**src/rtl/sblock_cfg_loader.sv**
```systemverilog
// sblock_cfg_loader
// Serial configuration front-end for the switch-block array. Frames an
// MSB-first bitstream into {address, 18-bit dot word, even parity}, drops bad
// frames with a one-cycle err_o pulse, and writes good words to exactly one
// switch block through a one-hot, single-cycle write enable.

module sblock_cfg_loader #(
  parameter int NUM_BLOCKS = 6,
  parameter int ADDR_W     = 3,
  parameter int WORD_W     = 18
) (
  input  logic                  clk,
  input  logic                  rst,
  input  logic                  cfg_bit,
  input  logic                  cfg_sof,
  input  logic                  cfg_valid,
  output logic                  cfg_ready,
  output logic [WORD_W-1:0]     bits_o,
  output logic [NUM_BLOCKS-1:0] wr_en_o,
  output logic                  err_o,
  output logic [7:0]            wr_count_o
);

  // The bit counter must reach the longer of the two shifted fields.
  localparam int MAX_LEN = (ADDR_W > WORD_W) ? ADDR_W : WORD_W;
  localparam int CNT_W   = $clog2(MAX_LEN + 1);

  typedef enum logic [2:0] {IDLE, ADDR, DATA, PAR, WRITE} state_t;

  state_t             state;
  logic [CNT_W-1:0]   bit_cnt;
  logic [ADDR_W-1:0]  addr_q;
  logic [WORD_W-1:0]  data_q;
  logic               par_q;

  logic               accept;
  logic               start_frame;
  logic               frame_ok;
  logic [CNT_W-1:0]   cnt_inc;
  logic [ADDR_W-1:0]  addr_shift;
  logic [WORD_W-1:0]  data_shift;

  // A bit only counts when the loader is ready; a start marker outside WRITE
  // always opens a new frame, aborting whatever was in progress.
  assign accept      = cfg_valid && cfg_ready;
  assign start_frame = accept && cfg_sof;
  assign cnt_inc     = bit_cnt + CNT_W'(1);
  assign addr_shift  = (addr_q << 1) | ADDR_W'(cfg_bit);
  assign data_shift  = (data_q << 1) | WORD_W'(cfg_bit);

  // The parity bit closes the frame: the running XOR with it must be zero and
  // the address must name a block that actually exists.
  assign frame_ok = ((par_q ^ cfg_bit) == 1'b0) && (int'(addr_q) < NUM_BLOCKS);

  // Framing FSM with registered outputs; pulses default low every cycle.
  always_ff @(posedge clk or posedge rst) begin
    if (rst) begin
      state      <= IDLE;
      bit_cnt    <= '0;
      addr_q     <= '0;
      data_q     <= '0;
      par_q      <= 1'b0;
      bits_o     <= '0;
      wr_en_o    <= '0;
      err_o      <= 1'b0;
      wr_count_o <= '0;
      cfg_ready  <= 1'b1;
    end else begin
      wr_en_o <= '0;
      err_o   <= 1'b0;

      if (state == WRITE) begin
        state     <= IDLE;
        cfg_ready <= 1'b1;
      end else if (start_frame) begin
        err_o  <= (state != IDLE);
        addr_q <= ADDR_W'(cfg_bit);
        par_q  <= cfg_bit;
        if (ADDR_W == 1) begin
          state   <= DATA;
          bit_cnt <= '0;
        end else begin
          state   <= ADDR;
          bit_cnt <= CNT_W'(1);
        end
      end else if (accept) begin
        case (state)
          ADDR: begin
            addr_q <= addr_shift;
            par_q  <= par_q ^ cfg_bit;
            if (cnt_inc == CNT_W'(ADDR_W)) begin
              state   <= DATA;
              bit_cnt <= '0;
            end else begin
              bit_cnt <= cnt_inc;
            end
          end
          DATA: begin
            data_q <= data_shift;
            par_q  <= par_q ^ cfg_bit;
            if (cnt_inc == CNT_W'(WORD_W)) begin
              state   <= PAR;
              bit_cnt <= '0;
            end else begin
              bit_cnt <= cnt_inc;
            end
          end
          PAR: begin
            if (frame_ok) begin
              bits_o    <= data_q;
              wr_en_o   <= NUM_BLOCKS'(1) << addr_q;
              state     <= WRITE;
              cfg_ready <= 1'b0;
              if (wr_count_o != 8'hFF) begin
                wr_count_o <= wr_count_o + 8'd1;
              end
            end else begin
              err_o <= 1'b1;
              state <= IDLE;
            end
          end
          default: begin
          end
        endcase
      end
    end
  end

endmodule

```
**config.mk**
```make
export PLATFORM = sky130hd
export DESIGN_NAME = sblock_cfg_loader
export DESIGN_NICKNAME = d
export VERILOG_FILES = /design/src/rtl/sblock_cfg_loader.sv
export SDC_FILE = /design/constraint.sdc
export NUM_CORES = 1
export LEC_CHECK = 0
export ABC_AREA = 1
export CAP_MARGIN = 20
export CORE_MARGIN = 4
export CORE_UTILIZATION = 54
export CTS_CLUSTER_SIZE = 16
export DETAILED_ROUTE_END_ITERATION = 10
export GPL_TIMING_DRIVEN = 0
export HOLD_SLACK_MARGIN = 0.15
export PLACE_DENSITY = 0.78
export REMOVE_ABC_BUFFERS = 1
export SYNTH_ARGS = -nofsm -noshare
export SYNTH_HDL_FRONTEND = slang
export SYNTH_SLANG_ARGS = --single-unit
```
**constraint.sdc**
```tcl
create_clock -name clk -period 2.2 [get_ports clk]
set_clock_uncertainty 0.05 [all_clocks]
set_input_delay 0.22 -clock clk [delete_from_list [all_inputs] [get_ports clk]]
set_output_delay 0.22 -clock clk [all_outputs]
set_load 0.01 [all_outputs]
```
==> impl_metrics.yaml, run 1 <==
run_status:
  status: "finished, final reports clean"
place:
  place.gp.congestion: 0.822
  pre_cts_slack_ns: -0.0445
  place_area_sq_mm: 0.00337
  dp_cells: 418
  portBuffers: 38
  dp_hpwl_um: 3720
clock_network:
  cts_tree: "done"
  ctsResizeCount: 0
  htree_levels: 3
  postCtsHoldBufs: 0
  clk_latency_ns: 0.33
  cts_sinks: 64
  cts_made_buffers: 9
  post_cts_buffers: 0
  clk_path_buf_depth: 2
  cts.root.buffer_cell: "clkbuf_8"
  clk_pin_slew_ns: 0.07
timing:
  setup_tns_ns: 0
  relSlewSlack: 0.666
  fin_crit_ns: 2.00
  fin_crit_sh: 0.909
  report.final.slew_viol_count: 0
  fin_ws_ns: 0.200
  tightest_slew_ns: 0.500
  rsz0062_at_grt: "false"
  setup_viol: 0
  fmax_mhz: 500
  finalHoldViolCount: 0
global_routing:
  antenna_found_initial: 0
  grt_pass1_wl_um: 9540
  grtUsageTotal: 0.188
  overflow: 0
  grt_pass1_vias: 2189
  grt_max_degree: 43
pwr:
  irDropWorstVdd_mv: 0.632
  combPwrFrac: 0.312
  power.density_mw_per_mm2: 1140
  cellInternalPower_mw: 2.64
  leakage_nw: 1.66
  swShare: 0.354
  power_frac_clock: 0.281
  pwr-share-seq: 0.408
  switchingPower_mw: 1.45
finish:
  fin_util: 0.691
  mostFrequentLayoutCell: "nand2_1"
  layout-drive-gt1-share: 0.137
  nFillCells: 401
  fin_area_sq_mm: 0.00360
  fin_nets: 368
  area_growth_pct: 22.1
  final_cells: 434
  layout_common_cells: "76 x nand2_1, 63 x dfrtp_1, 41 x inv_1, 38 x clkdlybuf4s50_1, 33 x o21ai_0"
  n_antenna_cell: 0
floorplanning:
  io_pins: 39
  core_sq_mm: 0.00520
  die_x_um: 81.9
  start_util: 0.566
  die_y_um: 81.9
  die_area_sq_mm: 0.00670
  rows: 26
yosys:
  yosysTopAreaCell: "dfrtp_1"
  synth_top_family_by_area: "simple AND/OR/NAND/NOR gates"
  synth-compound-area-share: 0.113
  synthCells: 317
  synth_mux_area_frac: 0
  yosys.cell_types.count: 34
  avgSynthCellArea_sq_um: 9.29
  synth-simple-area-share: 0.226
  synth_fa_ha_area_frac: 0.0170
  yosys_warnings: 0
  syn-cell-area_sq_mm: 0.00295
  synthTopCellsByArea: "dfrtp_1 54%, nand2_1 9.7%, o21ai_0 5.6%"
  ys_seq_area_frac: 0.544
  synth.ff_latch_count: 64
  synth_top_area_frac: 0.535
  synth_xor_area_frac: 0.0178
worst_setup_path:
  critPathMaxFanout: 39
  cp_common_cell: "nand2_4"
  cpLargestDelayFamily: "simple AND/OR/NAND/NOR gates"
  max_stage_delay_ns: 0.56
  cp-start-kind: "flop"
  cp_cell_sequence: "nand2_4, inv_2, nand2_2, nand2_4, nor2_8, nand2_4, inv_2, nand2_4, inv_2, nand2_1, o21ai_1"
  cp_slowest_cell: "dfstp_2"
  arrival_ns: 2.17
  endpoint_kind: "flop"
  critPathRequiredTime_ns: 2.37
  path_buf_inv: 3
  crit_type: "flop to flop"
routing:
  wl_per_cell_um: 12.4
  via_per_inst: 4.98
  drc: 0
  vias: 2163
  firstDrtPassIters: 5
  finalWirelength_um: 5360
  final_antenna_net_count: 0
  detailedRoute.firstIterationViolations: 104
job:
  maxCapViolations: 0
hold_path:
  min_path_type: "input port to async pin"
-- sequential cells by signal, summed over array words and instances, names as in the netlist --
signal	flops
err_o	1
bit_cnt	5
par_q	1
addr_q	3
wr_en_o	6
cfg_ready	1
wr_count_o	8
bits_o	18
state	3
data_q	18
-- layout make-up --
cell class              count  area [sq um]  share of cell area
clock buffers              11           151              0.0421
clock inverters             5          78.8              0.0219
well taps                  70          87.6              0.0243
inverters                  47           176              0.0490
flip-flops and latches     64          1600               0.446
multi-input cells         198          1100               0.306
repair buffers             39           400               0.111
-- final timing paths --
kind                            startpoint            end  slack [ns]  cells after the start
worst max-delay path             cfg_ready  wr_count_o[5]        0.20                     11
worst min-delay path                   rst     data_q[17]        0.18                      2
worst max register to register   cfg_ready  wr_count_o[5]        0.20                     11
worst min register to register  bits_o[10]     bits_o[10]        0.43                      2
max in group asynchronous              rst      cfg_ready        1.29                      3
min in group clk                bits_o[10]     bits_o[10]        0.43                      2
-- per-layer routing --
| layer | vias to the layer above | global-route usage | part of all wire |
|---|---|---|---|
| met5 | - | 0 | 0 |
| met4 | 0 | 0.0764 | 0.012 |
| met3 | 7 | 0.0559 | 0.056 |
| met2 | 57 | 0.297 | 0.46 |
| met1 | 996 | 0.241 | 0.47 |
| li1 | 1103 | - | - |
-- per-stage QoR --
stage               hold slack [ns]  total power, mW
detailed placement            0.417             2.96
global placement              0.413             2.90
finish                        0.182             4.08
floorplan                     0.328             2.55
global route                  0.213             4.39
CTS                           0.178             4.12
-- power groups by stage --
stage	Combinational [mW]	Sequential [mW]	Clock, mW
floorplan	0.869	1.68	0
global placement	1.24	1.67	0
detailed placement	1.28	1.68	0
CTS	1.28	1.66	1.18
global route	1.46	1.70	1.23
finish	1.27	1.67	1.15
-- synthesized netlist by cell type (all sizes together) --
master,instances
o22ai,4
nor2,15
nand2,86
xor2,3
ha,4
nor3,8
nor4,3
nand3,12
dfrtp,63
inv,47
o21ai,46
a21oi,4
dfstp,1
o21a,1
nand4,7
xnor2,3
buf,6
or2,1
o211ai,1
clkbuf,2
-- worst register-to-register path, cell delays in order, from the launching register on --
cell and delay, ns:
dfstp_2 0.56, nand2_4 0.10, inv_2 0.08, nand2_2 0.10, nand2_4 0.12, nor2_8 0.05, nand2_4 0.34, inv_2 0.15
nand2_4 0.14, inv_2 0.08, nand2_1 0.06, o21ai_1 0.06
-- cells by family after synthesis --
logic type	after synthesis
buf+inv	55
compound gates	56
fa+ha+maj	4
flops	64
simple gates	132
xor+xnor	6
Power figures use the tool's default switching activity.
==> run 2, diff against run 1 <==
ABC_CLOCK_PERIOD_IN_PS = 2200   (was unset)
PLACE_DENSITY = 0.84   (was 0.78)
==> run 2 against run 1 <==
Effect of this change: sequential power barely moved; fmax is 1.1% lower; worst hold slack got worse by 0.0091 ns; non-clock buffer count unchanged; via count grew 2.0%; largest cell class unchanged; highest routed layer unchanged.
==> impl_metrics.yaml, run 2 (synthesis results as in run 1) <==
run_status:
  status: "finished, final reports clean"
worst_setup_path:
  arrival_ns: 2.19
  crit_type: "flop to flop"
  reg2regPathDepth: 11
  reg2reg_from: "cfg_ready"
  cp-start-kind: "flop"
  endpoint_kind: "flop"
  critPathRequiredTime_ns: 2.37
  r2r_end: "wr_count_o[5]"
  critPathMaxFanout: 39
  reg2reg_slack_ns: 0.18
routing:
  finalWirelength_um: 5480
  firstDrtPassIters: 5
  via_per_inst: 5.09
  vias: 2207
  detailedRoute.firstIterationViolations: 143
  wl_per_cell_um: 12.6
  drc: 0
  final_antenna_net_count: 0
timing:
  finalHoldViolCount: 0
  fin_crit_ns: 2.02
  fin_crit_sh: 0.920
  tightest_slew_ns: 0.496
  fmax_mhz: 494
  setup_viol: 0
  relSlewSlack: 0.669
  report.final.slew_viol_count: 0
  fin_ws_ns: 0.177
  rsz0062_at_grt: "false"
global_routing:
  grt_pass1_vias: 2145
  grt_pass1_wl_um: 9450
  overflow: 0
  antenna_found_initial: 0
  grtUsageTotal: 0.185
  grt_max_degree: 44
finish:
  layout_common_cells: "76 x nand2_1, 63 x dfrtp_1, 41 x inv_1, 38 x clkdlybuf4s50_1, 33 x o21ai_0"
  fin_area_sq_mm: 0.00357
  area_growth_pct: 21.1
  reg_top3: "bits_o: 18 flops, data_q: 18 flops, wr_count_o: 8 flops"
  mostFrequentLayoutCell: "nand2_1"
  fin_util: 0.685
  layout-drive-gt1-share: 0.132
  nFillCells: 402
  fin_nets: 368
  n_antenna_cell: 0
clock_network:
  cts_made_buffers: 9
  cts.root.buffer_cell: "clkbuf_8"
  htree_levels: 3
  clk_pin_slew_ns: 0.07
  postCtsHoldBufs: 0
  clk_path_buf_depth: 2
  post_cts_buffers: 0
  cts_tree: "done"
  ctsResizeCount: 0
  clk_latency_ns: 0.33
  cts_sinks: 64
floorplanning:
  rows: 26
  die_area_sq_mm: 0.00670
  die_y_um: 81.9
  core_sq_mm: 0.00520
  die_x_um: 81.9
  start_util: 0.566
  io_pins: 39
place:
  dp_hpwl_um: 3910
  portBuffers: 38
  place.gp.congestion: 0.856
  pre_cts_slack_ns: -0.0386
  place_area_sq_mm: 0.00337
hold_path:
  min_path_type: "input port to async pin"
pwr:
  pwr-share-seq: 0.421
  irDropWorstVdd_mv: 0.625
  combPwrFrac: 0.326
  swShare: 0.368
  power.density_mw_per_mm2: 1110
  cellInternalPower_mw: 2.50
  power_frac_clock: 0.253
  leakage_nw: 1.63
  switchingPower_mw: 1.45
job:
  maxCapViolations: 0
-- run 2: cell types whose count changed in the layout (fill, tap and decap cells not counted) --
cell        before  now
clkinvlp_4       0    2
clkinv_2         2    0
clkbuf_8        11   10
clkbuf_1         0    2
bufinv_16        2    1
-- run 2: worst max-delay path, cell delays in order (launching register included) --
cell and delay [ns]:
dfstp_2 0.57, nand2_4 0.10, inv_2 0.08, nand2_2 0.10
nand2_4 0.12, nor2_8 0.05, nand2_4 0.34, inv_2 0.13
nand2_4 0.14, inv_2 0.08, nand2_1 0.07, o21ai_1 0.07
-- run 2: power groups by stage --
stage,clock network [mW],logic (mW),registers (mW)
6_report,0.998,1.29,1.66
5_1_grt,1.08,1.45,1.71
4_1_cts,1.02,1.30,1.66
3_5_place_dp,0,1.29,1.68
3_3_place_gp,0,1.24,1.66
2_1_floorplan,0,0.869,1.68
-- run 2: cell type report --
cell class | count | area [sq um] | area share
clock buffers | 12 | 145 | 0.0407
clock inverters | 4 | 53.8 | 0.0151
multi-input cells | 198 | 1100 | 0.308
inverters | 47 | 176 | 0.0495
flip-flops and latches | 64 | 1600 | 0.449
repair buffers | 39 | 400 | 0.112
well taps | 70 | 87.6 | 0.0246
-- run 2: layer usage --
layer  share of wire  vias up  GRT usage
li1                -     1101          -
met1            0.45     1051      0.231
met2            0.48       44      0.303
met3           0.048       11     0.0482
met4           0.015        0     0.0764
met5               0        -          0
-- run 2: how the worst max path moves through the flow --
stage,from,to,slack (ns),depth (start not counted)
finish,cfg_ready,wr_count_o[5],0.18,11
CTS,cfg_ready,wr_count_o[5],0.18,11
floorplan,rst,addr_q[0],0.33,1
global placement,rst,wr_en_o[4],-0.74,2
global route,cfg_ready,wr_count_o[5],0.01,11
detailed placement,cfg_bit,wr_count_o[5],-0.04,10
-- run 2: stage by stage --
stage / total power [mW] / TNS, ns / hold WS (ns) / std cells
2_1_floorplan: 2.55 / 0 / 0.328 / 309
3_3_place_gp: 2.90 / -46.45 / 0.415 / 417
3_5_place_dp: 2.97 / -0.104 / 0.417 / 418
4_1_cts: 3.98 / 0 / 0.177 / 434
5_1_grt: 4.24 / 0 / 0.208 / 434
6_report: 3.95 / 0 / 0.173 / 434
==> run 3, diff against run 2 <==
ABC_CLOCK_PERIOD_IN_PS = 1600   (was 2200)
CORE_UTILIZATION = 49   (was 54)
HOLD_SLACK_MARGIN = 0.02   (was 0.15)
PLACE_DENSITY = 0.81   (was 0.84)
clock period = 1.6 ns   (was 2.2 ns; I/O delays follow)
==> run 3 against run 2 <==
Effect of this change: the run now ends with negative setup slack left; sequential power increased by 39%; critical endpoint is now state[0]; critical path type unchanged; via count is 14% higher; utilization increased by 3.4 points; highest routed layer unchanged; sequential cell count did not move; final cell count rose by 6.9%; combinational power up 100%; total power rose by 70%; fmax is 18% higher.
==> impl_metrics.yaml, run 3 (synthesis results as in run 1) <==
global_routing:
  antenna_found_initial: 0
  grtUsageTotal: 0.186
  grt_pass1_vias: 2333
  overflow: 0
  grt_pass1_wl_um: 10800
  grt_max_degree: 41
floorplanning:
  core_sq_mm: 0.00568
  rows: 27
  die_x_um: 85.5
  die_area_sq_mm: 0.00732
  start_util: 0.519
  io_pins: 39
  die_y_um: 85.5
run_status:
  violations: "negative setup slack"
  status: "finished with violations"
clock_network:
  cts_tree: "done"
  clk_latency_ns: 0.35
  cts_sinks: 64
  cts.root.buffer_cell: "clkbuf_8"
  clk_path_buf_depth: 2
  cts_made_buffers: 9
  htree_levels: 3
  clk_pin_slew_ns: 0.08
worst_setup_path:
  path_buf_inv: 1
  crit_cells: 10
  critPathLaunch: "bit_cnt[0]"
  arrival_ns: 1.89
  cp-start-kind: "flop"
  critPathRequiredTime_ns: 1.78
  cpLargestDelayFamily: "simple AND/OR/NAND/NOR gates"
  max_stage_delay_ns: 0.44
  cp_slowest_cell: "dfrtp_2"
  reg2regPathDepth: 10
  reg2reg_from: "bit_cnt[0]"
  crit_type: "flop to flop"
  cp-endpoint: "state[0]"
  endpoint_kind: "flop"
  reg2reg_slack_ns: -0.11
  cp_cell_sequence: "ha_4, or2_1, nand2_2, inv_2, nor2_4, nand2_2, a21oi_4, nand3_2, nand2_1, nand2_1"
  r2r_end: "state[0]"
  critPathMaxFanout: 3
timing:
  tightest_slew_ns: 0.519
  rsz0062_at_grt: "true"
  setup_tns_ns: -0.471
  holdWs_ns: 0.112
  report.final.slew_viol_count: 0
  fin_crit_sh: 1.07
  fin_crit_ns: 1.71
  fmax_mhz: 583
  finalHoldViolCount: 0
  relSlewSlack: 0.653
  setup_viol: 8
  fin_ws_ns: -0.114
place:
  portBuffers: 38
  place.gp.congestion: 0.796
  dp_hpwl_um: 3830
  dp_cells: 420
routing:
  firstDrtPassIters: 5
  finalWirelength_um: 7350
  wl_per_cell_um: 15.8
  final_antenna_net_count: 0
  detailedRoute.firstIterationViolations: 181
  drc: 0
  wl_met2_um: 3860
  via_per_inst: 5.42
  drt-met1-wl_um: 2870
  vias: 2517
  wl_met3_um: 512
  top_layer: "met4"
pwr:
  leakage_nw: 1.84
  power_frac_clock: 0.262
  combPwrFrac: 0.393
  cellInternalPower_mw: 4.15
  swShare: 0.381
  power.density_mw_per_mm2: 1640
  switchingPower_mw: 2.56
  pwr-share-seq: 0.345
  irDropWorstVdd_mv: 0.927
finish:
  mostFrequentLayoutCell: "nand2_1"
  fin_nets: 396
  n_antenna_cell: 0
  fin_util: 0.719
  layout-drive-gt1-share: 0.273
  area_growth_pct: 38.6
  layout_common_cells: "72 x nand2_1, 59 x dfrtp_1, 37 x clkdlybuf4s50_1, 36 x inv_1, 19 x o21ai_0"
  final_cells: 464
  reg_top3: "bits_o: 18 flops, data_q: 18 flops, wr_count_o: 8 flops"
job:
  maxCapViolations: 0
hold_path:
  min_path_type: "input port to async pin"
-- run 3: cell types whose count changed in the layout (fill, tap and decap cells not counted), sizes merged --
| cell | previous run | this run |
|---|---|---|
| buf | 1 | 24 |
| bufinv | 1 | 3 |
| clkbuf | 12 | 9 |
| clkdlybuf4s50 | 38 | 37 |
| clkinvlp | 2 | 1 |
| dlygate4sd2 | 0 | 1 |
| inv | 47 | 49 |
| nand2 | 86 | 91 |
-- run 3: metrics by stage --
stage	power, mW	cell area, sq um	setup slack, ns
5_1_grt	7.08	4080	-0.205
4_1_cts	6.17	3840	-0.103
3_5_place_dp	4.07	3370	-0.567
3_3_place_gp	3.99	3350	-1.24
6_report	6.71	4080	-0.114
2_1_floorplan	3.51	2880	-0.206
-- run 3: repair_timing --
action | CTS | global route
setup endpoints to repair | 37 | 51
gates cloned | 2 | 3
hold buffers | 0 | 0
setup buffers | 14 | 9
resized for setup | 16 | 51
pin swaps | 13 | 11
-- run 3: power by group through the flow --
stage	sequential, mW	clock (mW)	combinational (mW)
2_1_floorplan	2.31	0	1.20
3_3_place_gp	2.29	0	1.70
3_5_place_dp	2.31	0	1.76
4_1_cts	2.28	1.75	2.13
5_1_grt	2.35	1.84	2.89
6_report	2.31	1.76	2.64
-- run 3: worst register-to-register path, cell delays in order, from the launching register on --
cell	delay, ns
dfrtp_2	0.44
ha_4	0.17
or2_1	0.21
nand2_2	0.10
inv_2	0.05
nor2_4	0.10
nand2_2	0.09
a21oi_4	0.16
nand3_2	0.12
nand2_1	0.08
nand2_1	0.05
-- run 3: worst min-delay path by stage --
| stage | to | slack (ns) | startpoint |
|---|---|---|---|
| 6_report | bits_o[8] | 0.11 | rst |
| 5_1_grt | bits_o[9] | 0.18 | rst |
| 4_1_cts | bits_o[9] | 0.13 | rst |
| 3_5_place_dp | bits_o[17] | 0.41 | data_q[17] |
| 3_3_place_gp | bits_o[12] | 0.41 | bits_o[12] |
| 2_1_floorplan | addr_q[0] | 0.27 | cfg_bit |
-- run 3: area by class of cell --
type                       count  area [sq um]
clock buffer                   9           124
tap                           72          90.1
sequential                    64          1610
fill                         379          1590
inverter                      47           193
timing repair buffer          62           623
multi-input combinational    203          1320
clock inverter                 7           125
-- run 3: metal layers --
layer	up-vias	track usage
met5	-	0
met4	0	0.0719
met3	14	0.0317
met2	113	0.310
met1	1225	0.244
li1	1165	-
